<file path="src/rtl/peak_dpu_pkg.sv">
// Shared DPU constants: instruction-length encoding and aligner queue geometry.
package peak_dpu_pkg;

    localparam logic [1:0] C_OP_LEN32        = 2'b11;
    localparam int         C_IALIGN_HW_DEPTH = 4;
    localparam int         C_HW_W            = 16;

endpackage

</file>
<file path="src/rtl/peak_dpu_ialign.sv">
// Instruction aligner: queues halfwords from word-aligned fetches and presents one
// RV32C/RV32I instruction per cycle to instr1 decode, with halfword-granular redirect.
module peak_dpu_ialign
    import peak_dpu_pkg::*;
#(
    parameter logic [31:0] RST_PC = 32'h0000_0000
) (
    input  logic        clk,
    input  logic        rst,
    input  logic        fetch_vld,
    input  logic [31:0] fetch_addr,
    input  logic [31:0] fetch_data,
    output logic        fetch_rdy,
    input  logic        flush,
    input  logic [31:0] flush_pc,
    output logic        instr1_vld,
    output logic [31:0] instr1_op,
    output logic        instr1_is_compressed,
    output logic [31:0] instr1_pc,
    input  logic        instr1_rdy
);

    logic [C_HW_W-1:0] hw_q [C_IALIGN_HW_DEPTH];
    logic [C_HW_W-1:0] hw_d [C_IALIGN_HW_DEPTH];
    logic [2:0]        cnt_q, cnt_d;
    logic [31:0]       head_pc_q, head_pc_d;
    logic              skip_lo_q, skip_lo_d;

    logic              is_len32;
    logic              pop;
    logic              push;
    logic [2:0]        pop_cnt;
    logic [2:0]        push_cnt;
    logic [2:0]        wr_idx;
    logic [C_HW_W-1:0] wr_first;

    // Address ordering is owned by the fetch unit; the address is not consumed here.
    logic unused_fetch_addr;
    assign unused_fetch_addr = ^fetch_addr;

    assign is_len32   = (hw_q[0][1:0] == C_OP_LEN32);
    assign instr1_vld = is_len32 ? (cnt_q >= 3'd2) : (cnt_q >= 3'd1);
    assign instr1_op  = !instr1_vld ? 32'h0 :
                        is_len32    ? {hw_q[1], hw_q[0]} : {16'h0, hw_q[0]};
    assign instr1_is_compressed = instr1_vld & ~is_len32;
    assign instr1_pc  = head_pc_q;
    assign fetch_rdy  = (cnt_q <= 3'd2);

    assign pop      = instr1_vld & instr1_rdy;
    assign push     = fetch_vld & fetch_rdy;
    assign pop_cnt  = !pop  ? 3'd0 : (is_len32  ? 3'd2 : 3'd1);
    assign push_cnt = !push ? 3'd0 : (skip_lo_q ? 3'd1 : 3'd2);
    assign wr_idx   = cnt_q - pop_cnt;
    assign wr_first = skip_lo_q ? fetch_data[31:16] : fetch_data[15:0];

    // Each entry: shift out the popped halfwords, then overlay the pushed ones at wr_idx.
    for (genvar gi = 0; gi < C_IALIGN_HW_DEPTH; gi++) begin : g_entry
        logic [C_HW_W-1:0] hw_shift;

        if (gi + 2 < C_IALIGN_HW_DEPTH) begin : g_sh2
            assign hw_shift = (pop_cnt == 3'd2) ? hw_q[gi+2] :
                              (pop_cnt == 3'd1) ? hw_q[gi+1] : hw_q[gi];
        end else if (gi + 1 < C_IALIGN_HW_DEPTH) begin : g_sh1
            assign hw_shift = (pop_cnt == 3'd2) ? '0 :
                              (pop_cnt == 3'd1) ? hw_q[gi+1] : hw_q[gi];
        end else begin : g_sh0
            assign hw_shift = (pop_cnt == 3'd0) ? hw_q[gi] : '0;
        end

        assign hw_d[gi] = (push && !flush && wr_idx == 3'(gi)) ? wr_first :
                          (push && !flush && !skip_lo_q && (wr_idx + 3'd1) == 3'(gi))
                                                              ? fetch_data[31:16] :
                          hw_shift;
    end

    always_comb begin
        cnt_d     = cnt_q;
        head_pc_d = head_pc_q;
        skip_lo_d = skip_lo_q;
        if (flush) begin
            cnt_d     = 3'd0;
            head_pc_d = flush_pc;
            skip_lo_d = flush_pc[1];
        end else begin
            cnt_d     = cnt_q - pop_cnt + push_cnt;
            head_pc_d = head_pc_q + {28'h0, pop_cnt, 1'b0};
            if (push) begin
                skip_lo_d = 1'b0;
            end
        end
    end

    always_ff @(posedge clk or posedge rst) begin
        if (rst) begin
            for (int i = 0; i < C_IALIGN_HW_DEPTH; i++) begin
                hw_q[i] <= '0;
            end
            cnt_q     <= 3'd0;
            head_pc_q <= RST_PC;
            skip_lo_q <= RST_PC[1];
        end else begin
            for (int i = 0; i < C_IALIGN_HW_DEPTH; i++) begin
                hw_q[i] <= hw_d[i];
            end
            cnt_q     <= cnt_d;
            head_pc_q <= head_pc_d;
            skip_lo_q <= skip_lo_d;
        end
    end

endmodule

</file>
<file path="config.mk">
export PLATFORM = sky130hd
export DESIGN_NAME = peak_dpu_ialign
export DESIGN_NICKNAME = d
export VERILOG_FILES = /design/src/rtl/peak_dpu_pkg.sv /design/src/rtl/peak_dpu_ialign.sv
export SDC_FILE = /design/constraint.sdc
export NUM_CORES = 1
export LEC_CHECK = 0
export ABC_AREA = 1
export BUFFER_PORTS_ARGS = -buffer_cell sky130_fd_sc_hd__buf_2
export CORE_AREA = 5 5 123 125
export CTS_CLUSTER_DIAMETER = 60
export CTS_CLUSTER_SIZE = 20
export DETAILED_ROUTE_END_ITERATION = 8
export DIE_AREA = 0 0 128 130
export PLACE_DENSITY = 0.78
export SETUP_SLACK_MARGIN = 0.02
export SYNTH_ARGS = -nofsm -noshare
export SYNTH_HDL_FRONTEND = slang
export SYNTH_SLANG_ARGS = --single-unit
</file>
<file path="constraint.sdc">
create_clock -name clk -period 4 [get_ports clk]
set_input_delay 0.6 -clock clk [delete_from_list [all_inputs] [get_ports clk]]
set_output_delay 0.6 -clock clk [all_outputs]
set_load 0.005 [all_outputs]
</file>
==> summary.txt, run 1 <==
deepest level of the CTS H-tree - 3
placed cells - 1510
Worst Setup Path Type - flop to flop
routability-driven placement congestion ratio - 0.926
top cell type's share of synthesized area - 0.329
Worst IR Drop VDD - 0.373 mV
pin count of the biggest net entering global routing - 84
combinational fraction of design power - 0.490
crit path capture type - flop
Clock Sink Count - 100
average detailed-routed wire length per instance - 15.7 um
nature of the critical path startpoint - flop
upper clock frequency limit - 0.271 GHz
count of nets after finishing - 1451
DRT Pass-1 Iters - 5
final setup skew - 0.00484 ns
power density over the cells - 578 nW/um2
num ports - 168
floorplan core area - 13800 um2
sequential fraction of design power - 0.319
final cell count without fillers - 1527
endpoints failing setup - 0
post-synth cell types - 38
worst path arrival time - 3.98 ns
number of warnings issued by yosys - 0
total internal power - 2.67 mW
biggest cell delay along the critical path - 0.56 ns
Critical path buffers and inverters - 5
DRC marker count from the first detailed-route iteration - 1078
number of rows created at floorplan - 43
overall global routing resource usage - 0.290
most common cell type on the critical path - sky130_fd_sc_hd__inv_2
static leakage - 4.87 nW
antenna violations before repair - 0
Critical Path Slowest Stage Cell - sky130_fd_sc_hd__fa_1
P_sw - 2.36 mW
slew of the pin with the lowest slew margin - 1.09 ns
relative slew slack - 0.275
net count after synthesis - 1348
Die X - 128 um
count of nets left with antenna violations after detail routing - 0
die span in y - 130 um
result of the run - complete, no violations
final standard cell area without fillers - 8690 um2
top flip-flop cell by instance count after synthesis - sky130_fd_sc_hd__dfrtp_1
number of port buffers - 135
Min Clock Period, post-route - 3.69 ns
Sw Ratio - 0.469
Clock Root Buffer - sky130_fd_sc_hd__clkbuf_16
setup repair after global routing missed its margin - false
Max Slew Vio Count - 0
mean cell area of the mapped netlist - 6.15 um2
proportion of synthesized flip-flops having asynchronous set or reset - 1.00
share of total power in the clock network - 0.191
vias after detailed routing - 8245
Final period util - 0.921
CTS max path bufs - 2
CP required - 4.29 ns
vias in the first global route - 7435
TritonCTS clock tree - yes
Skew-Pair Late Insertion Delay - 0.35 ns
cell count after synthesis - 1239
first-pass GRT wire length - 38600 um
worst hold slack across all endpoints - 0.438 ns
post-detailed-route via-to-cell ratio - 5.40
area of the die - 16600 um2
critical path's top delay family - simple AND/OR/NAND/NOR gates
cell area after placement - 8340 um2
post-route setup slack - 0.314 ns
DR DRC count - 0
global-route congestion overflow total - 0
Util after Layout - 0.631
clock transition time at the flip-flop clock pins of the worst setup and hold paths - 0.07 ns
Starting Density - 0.553
post-DP HPWL - 17600 um
Hold Buf Count CTS - 0
total power consumption of the routed design - 5.02 mW
Inserted Clock Buffers - 9
share of layout cells above drive strength 1 - 0.154
Max-cap violations - 0
number of enable-type register cells in the synthesized netlist - 0
synthesis-to-layout area growth - 14.0%
number of antenna diodes - 0
Post-Syn Area - 7620 um2
chain of cells forming the critical path - inv_2 > nand2_4 > inv_4 > nand2_2 > nand2_4 > nor2_1 > ha_1 > inv_1 > fa_1 > inv_2 > nor2_1 > ha_1 > inv_2 > nor3_4 > nand3_2 > a21oi_2 > nand2_1 > nand2_1
cell taking the most area after synthesis - sky130_fd_sc_hd__dfrtp_1
biggest fanout along the worst timing path - 17
Final TNS setup - 0 ns
Place WS - 0.223 ns
flops & latches, synth - 100
post-detailed-routing wire length - 23900 um
worst hold-check path type - primary input to flop
biggest area contributors in the synthesized netlist - sky130_fd_sc_hd__dfrtp_1 (33%), sky130_fd_sc_hd__nand2_1 (28%), sky130_fd_sc_hd__nand3_1 (8.0%), sky130_fd_sc_hd__nand4_1 (5.4%), sky130_fd_sc_hd__nor2_1 (5.3%)
portion of the post-synthesis area used by sequential elements - 0.329
number of failing hold endpoints at the final stage - 0
metal layers:
layer | vias up | wire length [um] | GRT usage
li1 | 4099 | - | -
met3 | 32 | 2380 | 0.0454
met2 | 428 | 10300 | 0.432
met1 | 3686 | 10800 | 0.435
met5 | - | 0 | 0
met4 | 0 | 483 | 0.0868
worst paths after layout:
path	from	end	cells after the start	slack [ns]
min	flush_pc[12]	instr1_pc[12]	3	0.44
min in group asynchronous	rst	instr1_pc[2]	2	0.52
max reg2reg	cnt_q[1]	hw_q[58]	18	0.31
max in group asynchronous	rst	instr1_pc[5]	3	2.63
max	cnt_q[1]	hw_q[58]	18	0.31
min reg2reg	instr1_pc[0]	instr1_pc[0]	2	0.48
what timing repair did:
item	CTS	global route
setup buffers	0	1
endpoints found under the setup margin	0	17
gates resized for setup	0	2
synth_stat cells, types with 2 or more instances:
library cell	n
sky130_fd_sc_hd__nand2_1	575
sky130_fd_sc_hd__nand3_1	122
sky130_fd_sc_hd__nor2_1	108
sky130_fd_sc_hd__inv_1	104
sky130_fd_sc_hd__dfrtp_1	100
sky130_fd_sc_hd__nand4_1	66
sky130_fd_sc_hd__buf_2	33
sky130_fd_sc_hd__o21ai_0	17
sky130_fd_sc_hd__clkbuf_1	16
sky130_fd_sc_hd__o21ai_1	13
sky130_fd_sc_hd__nand3b_1	10
sky130_fd_sc_hd__buf_4	7
sky130_fd_sc_hd__inv_2	6
sky130_fd_sc_hd__ha_1	5
sky130_fd_sc_hd__nand2_2	5
sky130_fd_sc_hd__xor2_1	5
sky130_fd_sc_hd__a21oi_1	4
sky130_fd_sc_hd__inv_4	4
sky130_fd_sc_hd__nand3_2	4
sky130_fd_sc_hd__buf_1	3
sky130_fd_sc_hd__clkinv_1	3
sky130_fd_sc_hd__fa_1	3
sky130_fd_sc_hd__xnor2_1	3
sky130_fd_sc_hd__a21oi_2	2
sky130_fd_sc_hd__a21oi_4	2
sky130_fd_sc_hd__buf_6	2
sky130_fd_sc_hd__nand2_4	2
sky130_fd_sc_hd__nand3_4	2
sky130_fd_sc_hd__nor2_2	2
sky130_fd_sc_hd__nor2_4	2
sky130_fd_sc_hd__or2_2	2
registers in the layout, indices dropped and copies added (netlist names):
| signal | flops |
|---|---|
| cnt_q | 3 |
| hw_q | 64 |
| instr1_pc | 32 |
| skip_lo_q | 1 |
cells by family (layout without fill, tap and decap cells):
| kind of cell | after synthesis | in the layout | synth area share |
|---|---|---|---|
| AOI/OAI and AO/OA | 39 | 39 | 0.0297 |
| xor gates and xnor gates | 8 | 8 | 0.00920 |
| adders and majority gates | 8 | 8 | 0.0161 |
| buffers and inverters | 179 | 287 | 0.101 |
| DFF | 100 | 100 | 0.329 |
| and+or+nand+nor | 905 | 905 | 0.516 |
worst register-to-register path, cell delays in order, from the launching register on:
cell and delay (ns):
sky130_fd_sc_hd__dfrtp_1 0.44, sky130_fd_sc_hd__inv_2 0.07, sky130_fd_sc_hd__nand2_4 0.08, sky130_fd_sc_hd__inv_4 0.08, sky130_fd_sc_hd__nand2_2 0.17, sky130_fd_sc_hd__nand2_4 0.06, sky130_fd_sc_hd__nor2_1 0.16, sky130_fd_sc_hd__ha_1 0.18
sky130_fd_sc_hd__inv_1 0.05, sky130_fd_sc_hd__fa_1 0.56, sky130_fd_sc_hd__inv_2 0.16, sky130_fd_sc_hd__nor2_1 0.05, sky130_fd_sc_hd__ha_1 0.33, sky130_fd_sc_hd__inv_2 0.11, sky130_fd_sc_hd__nor3_4 0.21, sky130_fd_sc_hd__nand3_2 0.23
sky130_fd_sc_hd__a21oi_2 0.48, sky130_fd_sc_hd__nand2_1 0.12, sky130_fd_sc_hd__nand2_1 0.09
power groups by stage:
stage | clock network, mW | registers [mW] | logic (mW)
global placement | 0 | 1.60 | 2.35
CTS | 0.969 | 1.59 | 2.41
floorplan | 0 | 1.50 | 1.82
global route | 1.01 | 1.63 | 2.77
detailed placement | 0 | 1.60 | 2.39
finish | 0.960 | 1.60 | 2.46
cells in the final DEF (no fill, tap or decap), types with 4 or more instances in the layout:
cell and instances:
sky130_fd_sc_hd__a21oi_1 4, sky130_fd_sc_hd__buf_2 135, sky130_fd_sc_hd__buf_4 16, sky130_fd_sc_hd__clkbuf_16 9
sky130_fd_sc_hd__dfrtp_1 100, sky130_fd_sc_hd__ha_1 5, sky130_fd_sc_hd__inv_1 103, sky130_fd_sc_hd__inv_2 6
sky130_fd_sc_hd__inv_4 5, sky130_fd_sc_hd__nand2_1 575, sky130_fd_sc_hd__nand2_2 5, sky130_fd_sc_hd__nand3_1 122
sky130_fd_sc_hd__nand3b_1 10, sky130_fd_sc_hd__nand4_1 66, sky130_fd_sc_hd__nor2_1 108, sky130_fd_sc_hd__o21ai_0 17
sky130_fd_sc_hd__o21ai_1 13, sky130_fd_sc_hd__xor2_1 5
area by class of cell:
class | instances | area [um2]
fillers | 1358 | 5090
well taps | 180 | 225
repair buffers | 153 | 827
clock buffers | 12 | 246
clock inverters | 4 | 72.6
flip-flops and latches | 100 | 2500
multi-input cells | 960 | 4360
inverters | 118 | 457
No activity file was read; power rests on OpenSTA's default activity.
==> inputs of run 2 (changes only) <==
Settings changed: CORE_AREA 5 5 123 125 to 5 5 122 124, CTS_BUF_LIST set to sky130_fd_sc_hd__clkbuf_8, DIE_AREA 0 0 128 130 to 0 0 127 129, PLACE_DENSITY 0.78 to 0.79.
==> run 2 against run 1 <==
Against the previous run: combinational power barely moved; core utilization fell by 0.32 points; clock power fell by 32%; wire length fell by 1.1%; maximum frequency fell by 0.29%; final cell count rose by 0.13%.
==> summary.txt, run 2 (synthesis gave the netlist of run 1 again) <==
static leakage - 4.83 nW (was 4.87 nW)
Worst Setup Path Type - flop to flop (unchanged)
die span in y - 129 um (was 130 um)
count of nets left with antenna violations after detail routing - 0 (unchanged)
Sw Ratio - 0.494 (was 0.469)
setup repair after global routing missed its margin - false (unchanged)
worst path arrival time - 4.03 ns (was 3.98 ns)
DR DRC count - 0 (unchanged)
area of the die - 16400 um2 (was 16600 um2)
clock transition time at the flip-flop clock pins of the worst setup and hold paths - 0.10 ns (was 0.07 ns)
post-detailed-route via-to-cell ratio - 5.42 (was 5.40)
count of nets after finishing - 1454 (was 1451)
most frequent cells in the layout - sky130_fd_sc_hd__nand2_1 (575), sky130_fd_sc_hd__buf_2 (135), sky130_fd_sc_hd__nand3_1 (121) (was sky130_fd_sc_hd__nand2_1 (575), sky130_fd_sc_hd__buf_2 (135), sky130_fd_sc_hd__nand3_1 (122))
vias in the first global route - 7374 (was 7435)
TritonCTS clock tree - yes (unchanged)
number of failing hold endpoints at the final stage - 0 (unchanged)
antenna violations before repair - 0 (unchanged)
CP required - 4.33 ns (was 4.29 ns)
vias after detailed routing - 8288 (was 8245)
num ports - 168 (unchanged)
crit path capture type - flop (unchanged)
synthesis-to-layout area growth - 12.6% (was 14.0%)
post-detailed-routing wire length - 23700 um (was 23900 um)
Skew-Pair Late Insertion Delay - 0.38 ns (was 0.35 ns)
slew of the pin with the lowest slew margin - 0.986 ns (was 1.09 ns)
post-DP HPWL - 17500 um (was 17600 um)
nature of the critical path startpoint - flop (unchanged)
first-pass GRT wire length - 38100 um (was 38600 um)
reg-to-reg critical path startpoint - cnt_q[1] (unchanged)
biggest fanout along the worst timing path - 18 (was 17)
Starting Density - 0.557 (was 0.553)
Min Clock Period, post-route - 3.70 ns (was 3.69 ns)
Inserted Clock Buffers - 9 (unchanged)
total setup buffers inserted after CTS - 0 (unchanged)
number of flip-flops in the largest register - 64 (unchanged)
overall global routing resource usage - 0.290 (about the same)
pin count of the biggest net entering global routing - 79 (was 84)
endpoints failing setup - 0 (unchanged)
deepest level of the CTS H-tree - 3 (unchanged)
Final period util - 0.924 (was 0.921)
global-route congestion overflow total - 0 (unchanged)
routability-driven placement congestion ratio - 0.947 (was 0.926)
worst hold slack across all endpoints - 0.410 ns (was 0.438 ns)
post-route setup slack - 0.304 ns (was 0.314 ns)
Worst IR Drop VDD - 0.306 mV (was 0.373 mV)
placed cells - 1513 (was 1510)
upper clock frequency limit - 0.271 GHz (about the same)
number of port buffers - 135 (unchanged)
most frequent standard cell in the layout excluding fill and tap cells - sky130_fd_sc_hd__nand2_1 (unchanged)
Place WS - 0.267 ns (was 0.223 ns)
share of layout cells above drive strength 1 - 0.157 (was 0.154)
fill cell count - 1366 (was 1358)
power density over the cells - 547 nW/um2 (was 578 nW/um2)
Max Slew Vio Count - 0 (unchanged)
P_sw - 2.31 mW (was 2.36 mW)
most flop-heavy register - hw_q (unchanged)
combinational fraction of design power - 0.520 (was 0.490)
final cell count without fillers - 1529 (was 1527)
floorplan core area - 13700 um2 (was 13800 um2)
relative slew slack - 0.343 (was 0.275)
DRT Pass-1 Iters - 5 (unchanged)
sequential fraction of design power - 0.341 (was 0.319)
total internal power - 2.37 mW (was 2.67 mW)
source of the critical timing path - cnt_q[1] (unchanged)
Clock Root Buffer - sky130_fd_sc_hd__clkbuf_8 (was sky130_fd_sc_hd__clkbuf_16)
share of total power in the clock network - 0.139 (was 0.191)
DRC marker count from the first detailed-route iteration - 993 (was 1078)
number of rows created at floorplan - 43 (unchanged)
Die X - 127 um (was 128 um)
Final TNS setup - 0 ns (unchanged)
result of the run - complete, no violations (unchanged)
Clock Sink Count - 100 (unchanged)
average detailed-routed wire length per instance - 15.5 um (was 15.7 um)
Max-cap violations - 0 (unchanged)
number of antenna diodes - 0 (unchanged)
final setup skew - 0.0118 ns (was 0.00484 ns)
worst hold-check path type - primary input to asynchronous set/reset pin (was primary input to flop)
CTS max path bufs - 2 (unchanged)
-- run 2: path summary, 6_finish.rpt --
kind,slack (ns),cells past startpoint,endpoint
worst max register to register,0.30,18,hw_q[58]
worst min-delay path,0.41,2,instr1_pc[31]
max in group asynchronous,2.67,3,hw_q[43]
min in group clk,0.41,3,instr1_pc[5]
worst min register to register,0.48,2,instr1_pc[0]
worst max-delay path,0.30,18,hw_q[58]
-- run 2: metrics by stage --
stage,util,cell area [um2],power [mW]
final,0.628,8580,4.69
after global routing,0.628,8580,5.09
after CTS,0.626,8560,4.65
after detailed placement,0.613,8370,3.99
after global placement,0.613,8370,3.94
after floorplan,-,7620,3.32
-- run 2: power by group through the flow --
stage	Sequential, mW	Combinational, mW	Clock (mW)
after global routing	1.63	2.78	0.688
after floorplan	1.50	1.82	0
after CTS	1.58	2.40	0.663
after global placement	1.60	2.34	0
final	1.60	2.44	0.650
after detailed placement	1.60	2.39	0
-- run 2: timing repair --
item                                    4_1_cts  5_1_grt
endpoints found under the setup margin        0       19
resized for setup                             0        2
hold buffers                                  0        0
-- run 2: routing by layer --
| metal | wire length (um) | vias to the layer above | share of wire | track usage |
|---|---|---|---|---|
| met5 | 0 | - | 0 | 0 |
| li1 | - | 4105 | - | - |
| met3 | 2660 | 36 | 0.11 | 0.0519 |
| met4 | 533 | 0 | 0.023 | 0.0959 |
| met1 | 10500 | 3704 | 0.44 | 0.434 |
| met2 | 9970 | 443 | 0.42 | 0.425 |
-- run 2: critical path: stages, from the launching register on --
cell and delay (ns):
sky130_fd_sc_hd__dfrtp_2 0.43, sky130_fd_sc_hd__inv_2 0.06, sky130_fd_sc_hd__nand2_4 0.20, sky130_fd_sc_hd__inv_4 0.13
sky130_fd_sc_hd__nand2_2 0.17, sky130_fd_sc_hd__nand2_4 0.06, sky130_fd_sc_hd__nor2_1 0.15, sky130_fd_sc_hd__ha_1 0.17
sky130_fd_sc_hd__inv_1 0.04, sky130_fd_sc_hd__fa_1 0.55, sky130_fd_sc_hd__inv_2 0.14, sky130_fd_sc_hd__nor2_1 0.05
sky130_fd_sc_hd__ha_1 0.32, sky130_fd_sc_hd__inv_2 0.11, sky130_fd_sc_hd__nor3_4 0.20, sky130_fd_sc_hd__nand3_2 0.17
sky130_fd_sc_hd__a21oi_2 0.46, sky130_fd_sc_hd__nand2_1 0.12, sky130_fd_sc_hd__nand2_1 0.09
-- run 2: final cells by class --
class / count / area [um2] / share of cell area
Sequential cell: 100 / 2500 / 0.292
Tap cell: 180 / 225 / 0.0263
Multi-Input combinational cell: 961 / 4360 / 0.509
Timing Repair Buffer: 155 / 838 / 0.0978
Inverter: 118 / 457 / 0.0533
Clock inverter: 2 / 8.76 / 0.00102
Clock buffer: 13 / 179 / 0.0209
==> inputs of run 3 (changes only) <==
Settings changed: PLACE_DENSITY 0.79 to 0.82.
==> run 3 against run 2 <==
Against the previous run: clock-buffer cell count is 2 lower; register-to-register slack better by 0.02 ns; final cell count stayed put; combinational power increased by 2%; sequential cell count stayed put; core utilization up 0.091 points.
==> summary.txt, run 3 (synthesis gave the netlist of run 1 again) <==
count of nets after finishing - 1454 (unchanged)
pin count of the biggest net entering global routing - 54 (was 79)
DRC marker count from the first detailed-route iteration - 1019 (was 993)
setup repair after global routing missed its margin - false (unchanged)
worst path arrival time - 3.95 ns (was 4.03 ns)
share of layout cells above drive strength 1 - 0.156 (was 0.157)
clock transition time at the flip-flop clock pins of the worst setup and hold paths - 0.09 ns (was 0.10 ns)
Die X - 127 um (unchanged)
Worst Setup Path Type - flop to flop (unchanged)
Final period util - 0.919 (was 0.924)
global-route congestion overflow total - 0 (unchanged)
post-detailed-route via-to-cell ratio - 5.48 (was 5.42)
DR DRC count - 0 (unchanged)
synthesis-to-layout area growth - 12.7% (was 12.6%)
Clock Root Buffer - sky130_fd_sc_hd__clkbuf_8 (unchanged)
result of the run - complete, no violations (unchanged)
vias in the first global route - 7412 (was 7374)
average detailed-routed wire length per instance - 15.8 um (was 15.5 um)
num ports - 168 (unchanged)
Skew-Pair Late Insertion Delay - 0.38 ns (about the same)
vias after detailed routing - 8374 (was 8288)
Hold Buf Count CTS - 0 (unchanged)
most flop-heavy register - hw_q (unchanged)
crit path capture type - flop (unchanged)
biggest fanout along the worst timing path - 33 (was 18)
static leakage - 4.83 nW (about the same)
nature of the critical path startpoint - flop (unchanged)
number of port buffers - 135 (unchanged)
routability-driven placement congestion ratio - 0.937 (was 0.947)
slew of the pin with the lowest slew margin - 0.813 ns (was 0.986 ns)
count of nets left with antenna violations after detail routing - 0 (unchanged)
floorplan core area - 13700 um2 (unchanged)
Starting Density - 0.557 (unchanged)
Max-cap violations - 0 (unchanged)
antenna violations before repair - 0 (unchanged)
Worst IR Drop VDD - 0.303 mV (was 0.306 mV)
worst hold slack across all endpoints - 0.262 ns (was 0.410 ns)
Min Clock Period, post-route - 3.67 ns (was 3.70 ns)
Place WS - 0.0912 ns (was 0.267 ns)
Inserted Clock Buffers - 9 (unchanged)
Clock Sink Count - 100 (unchanged)
power density over the cells - 548 nW/um2 (was 547 nW/um2)
relative slew slack - 0.458 (was 0.343)
number of flip-flops in the largest register - 64 (unchanged)
post-detailed-routing wire length - 24200 um (was 23700 um)
area of the die - 16400 um2 (unchanged)
register-to-register setup slack - 0.33 ns (was 0.30 ns)
CTS max path bufs - 2 (unchanged)
post-route setup slack - 0.326 ns (was 0.304 ns)
DRT Pass-1 Iters - 5 (unchanged)
number of rows created at floorplan - 43 (unchanged)
Max Slew Vio Count - 0 (unchanged)
final setup skew - 0.00910 ns (was 0.0118 ns)
most frequent standard cell in the layout excluding fill and tap cells - sky130_fd_sc_hd__nand2_1 (unchanged)
overall global routing resource usage - 0.293 (was 0.290)
first-pass GRT wire length - 38700 um (was 38100 um)
die span in y - 129 um (unchanged)
upper clock frequency limit - 0.272 GHz (was 0.271 GHz)
number of antenna diodes - 0 (unchanged)
most frequent cells in the layout - sky130_fd_sc_hd__nand2_1 (575), sky130_fd_sc_hd__buf_2 (135), sky130_fd_sc_hd__nand3_1 (121) (unchanged)
deepest level of the CTS H-tree - 3 (unchanged)
number of failing hold endpoints at the final stage - 0 (unchanged)
post-DP HPWL - 17800 um (was 17500 um)
CP required - 4.28 ns (was 4.33 ns)
endpoints failing setup - 0 (unchanged)
fill cell count - 1339 (was 1366)
worst hold-check path type - primary input to asynchronous set/reset pin (unchanged)
TritonCTS clock tree - yes (unchanged)
Final TNS setup - 0 ns (unchanged)
==> run 3: layout make-up <==
type,count,area [um2],share of cell area
Sequential cell,100,2500,0.292
Tap cell,180,225,0.0262
Timing Repair Buffer,155,853,0.0994
Clock buffer,11,151,0.0176
Inverter,118,457,0.0532
Clock inverter,4,17.5,0.00204
Multi-Input combinational cell,961,4380,0.510
==> run 3: stage by stage <==
| step | instances | power, mW | utilization | cell area [um2] |
|---|---|---|---|---|
| floorplan | 1239 | 3.32 | - | 7620 |
| global placement | 1511 | 3.93 | 0.611 | 8340 |
| detailed placement | 1511 | 3.99 | 0.611 | 8340 |
| CTS | 1526 | 4.59 | 0.623 | 8510 |
| global route | 1529 | 5.07 | 0.628 | 8590 |
| finish | 1529 | 4.70 | 0.628 | 8590 |
==> run 3: power by group <==
part / total (mW) / switching [mW] / internal [mW]
Clock: 0.606 / 0.355 / 0.251
Combinational: 2.50 / 1.69 / 0.811
Sequential: 1.59 / 0.291 / 1.30
==> run 3: final timing paths <==
check                              from            end  cells past startpoint
max in group asynchronous           rst  instr1_pc[23]                      3
min in group clk           flush_pc[12]  instr1_pc[12]                      3
setup reg to reg               cnt_q[1]       hw_q[63]                     19
hold / removal                      rst   instr1_pc[2]                      2
setup / recovery               cnt_q[1]       hw_q[63]                     19
hold reg to reg            instr1_pc[0]   instr1_pc[0]                      2
==> run 3: metal layers <==
layer  GRT usage  up-vias  wire (um)
li1            -     4111          -
met1       0.435     3761      10400
met2       0.441      457      10700
met3      0.0560       45       2590
met4      0.0770        0        469
met5           0        -          0
==> run 3: worst max-delay path, stage by stage (launching register included) <==
cell and delay [ns]:
sky130_fd_sc_hd__dfrtp_2 0.42, sky130_fd_sc_hd__inv_2 0.07, sky130_fd_sc_hd__nand2_8 0.14, sky130_fd_sc_hd__inv_4 0.12, sky130_fd_sc_hd__nand2_2 0.18, sky130_fd_sc_hd__nand2_4 0.06, sky130_fd_sc_hd__nor2_1 0.18, sky130_fd_sc_hd__ha_1 0.18
sky130_fd_sc_hd__inv_1 0.04, sky130_fd_sc_hd__fa_1 0.61, sky130_fd_sc_hd__inv_2 0.10, sky130_fd_sc_hd__nor2_1 0.11, sky130_fd_sc_hd__ha_1 0.27, sky130_fd_sc_hd__inv_2 0.18, sky130_fd_sc_hd__nor3_4 0.07, sky130_fd_sc_hd__nand3_2 0.11
sky130_fd_sc_hd__buf_8 0.24, sky130_fd_sc_hd__nand3_2 0.19, sky130_fd_sc_hd__nand3_1 0.19, sky130_fd_sc_hd__nand2_1 0.07
==> run 3: what timing repair did <==
action / in CTS / in global routing
setup buffers: 0 / 2
endpoints found under the setup margin: 0 / 37
gates resized for setup: 0 / 8
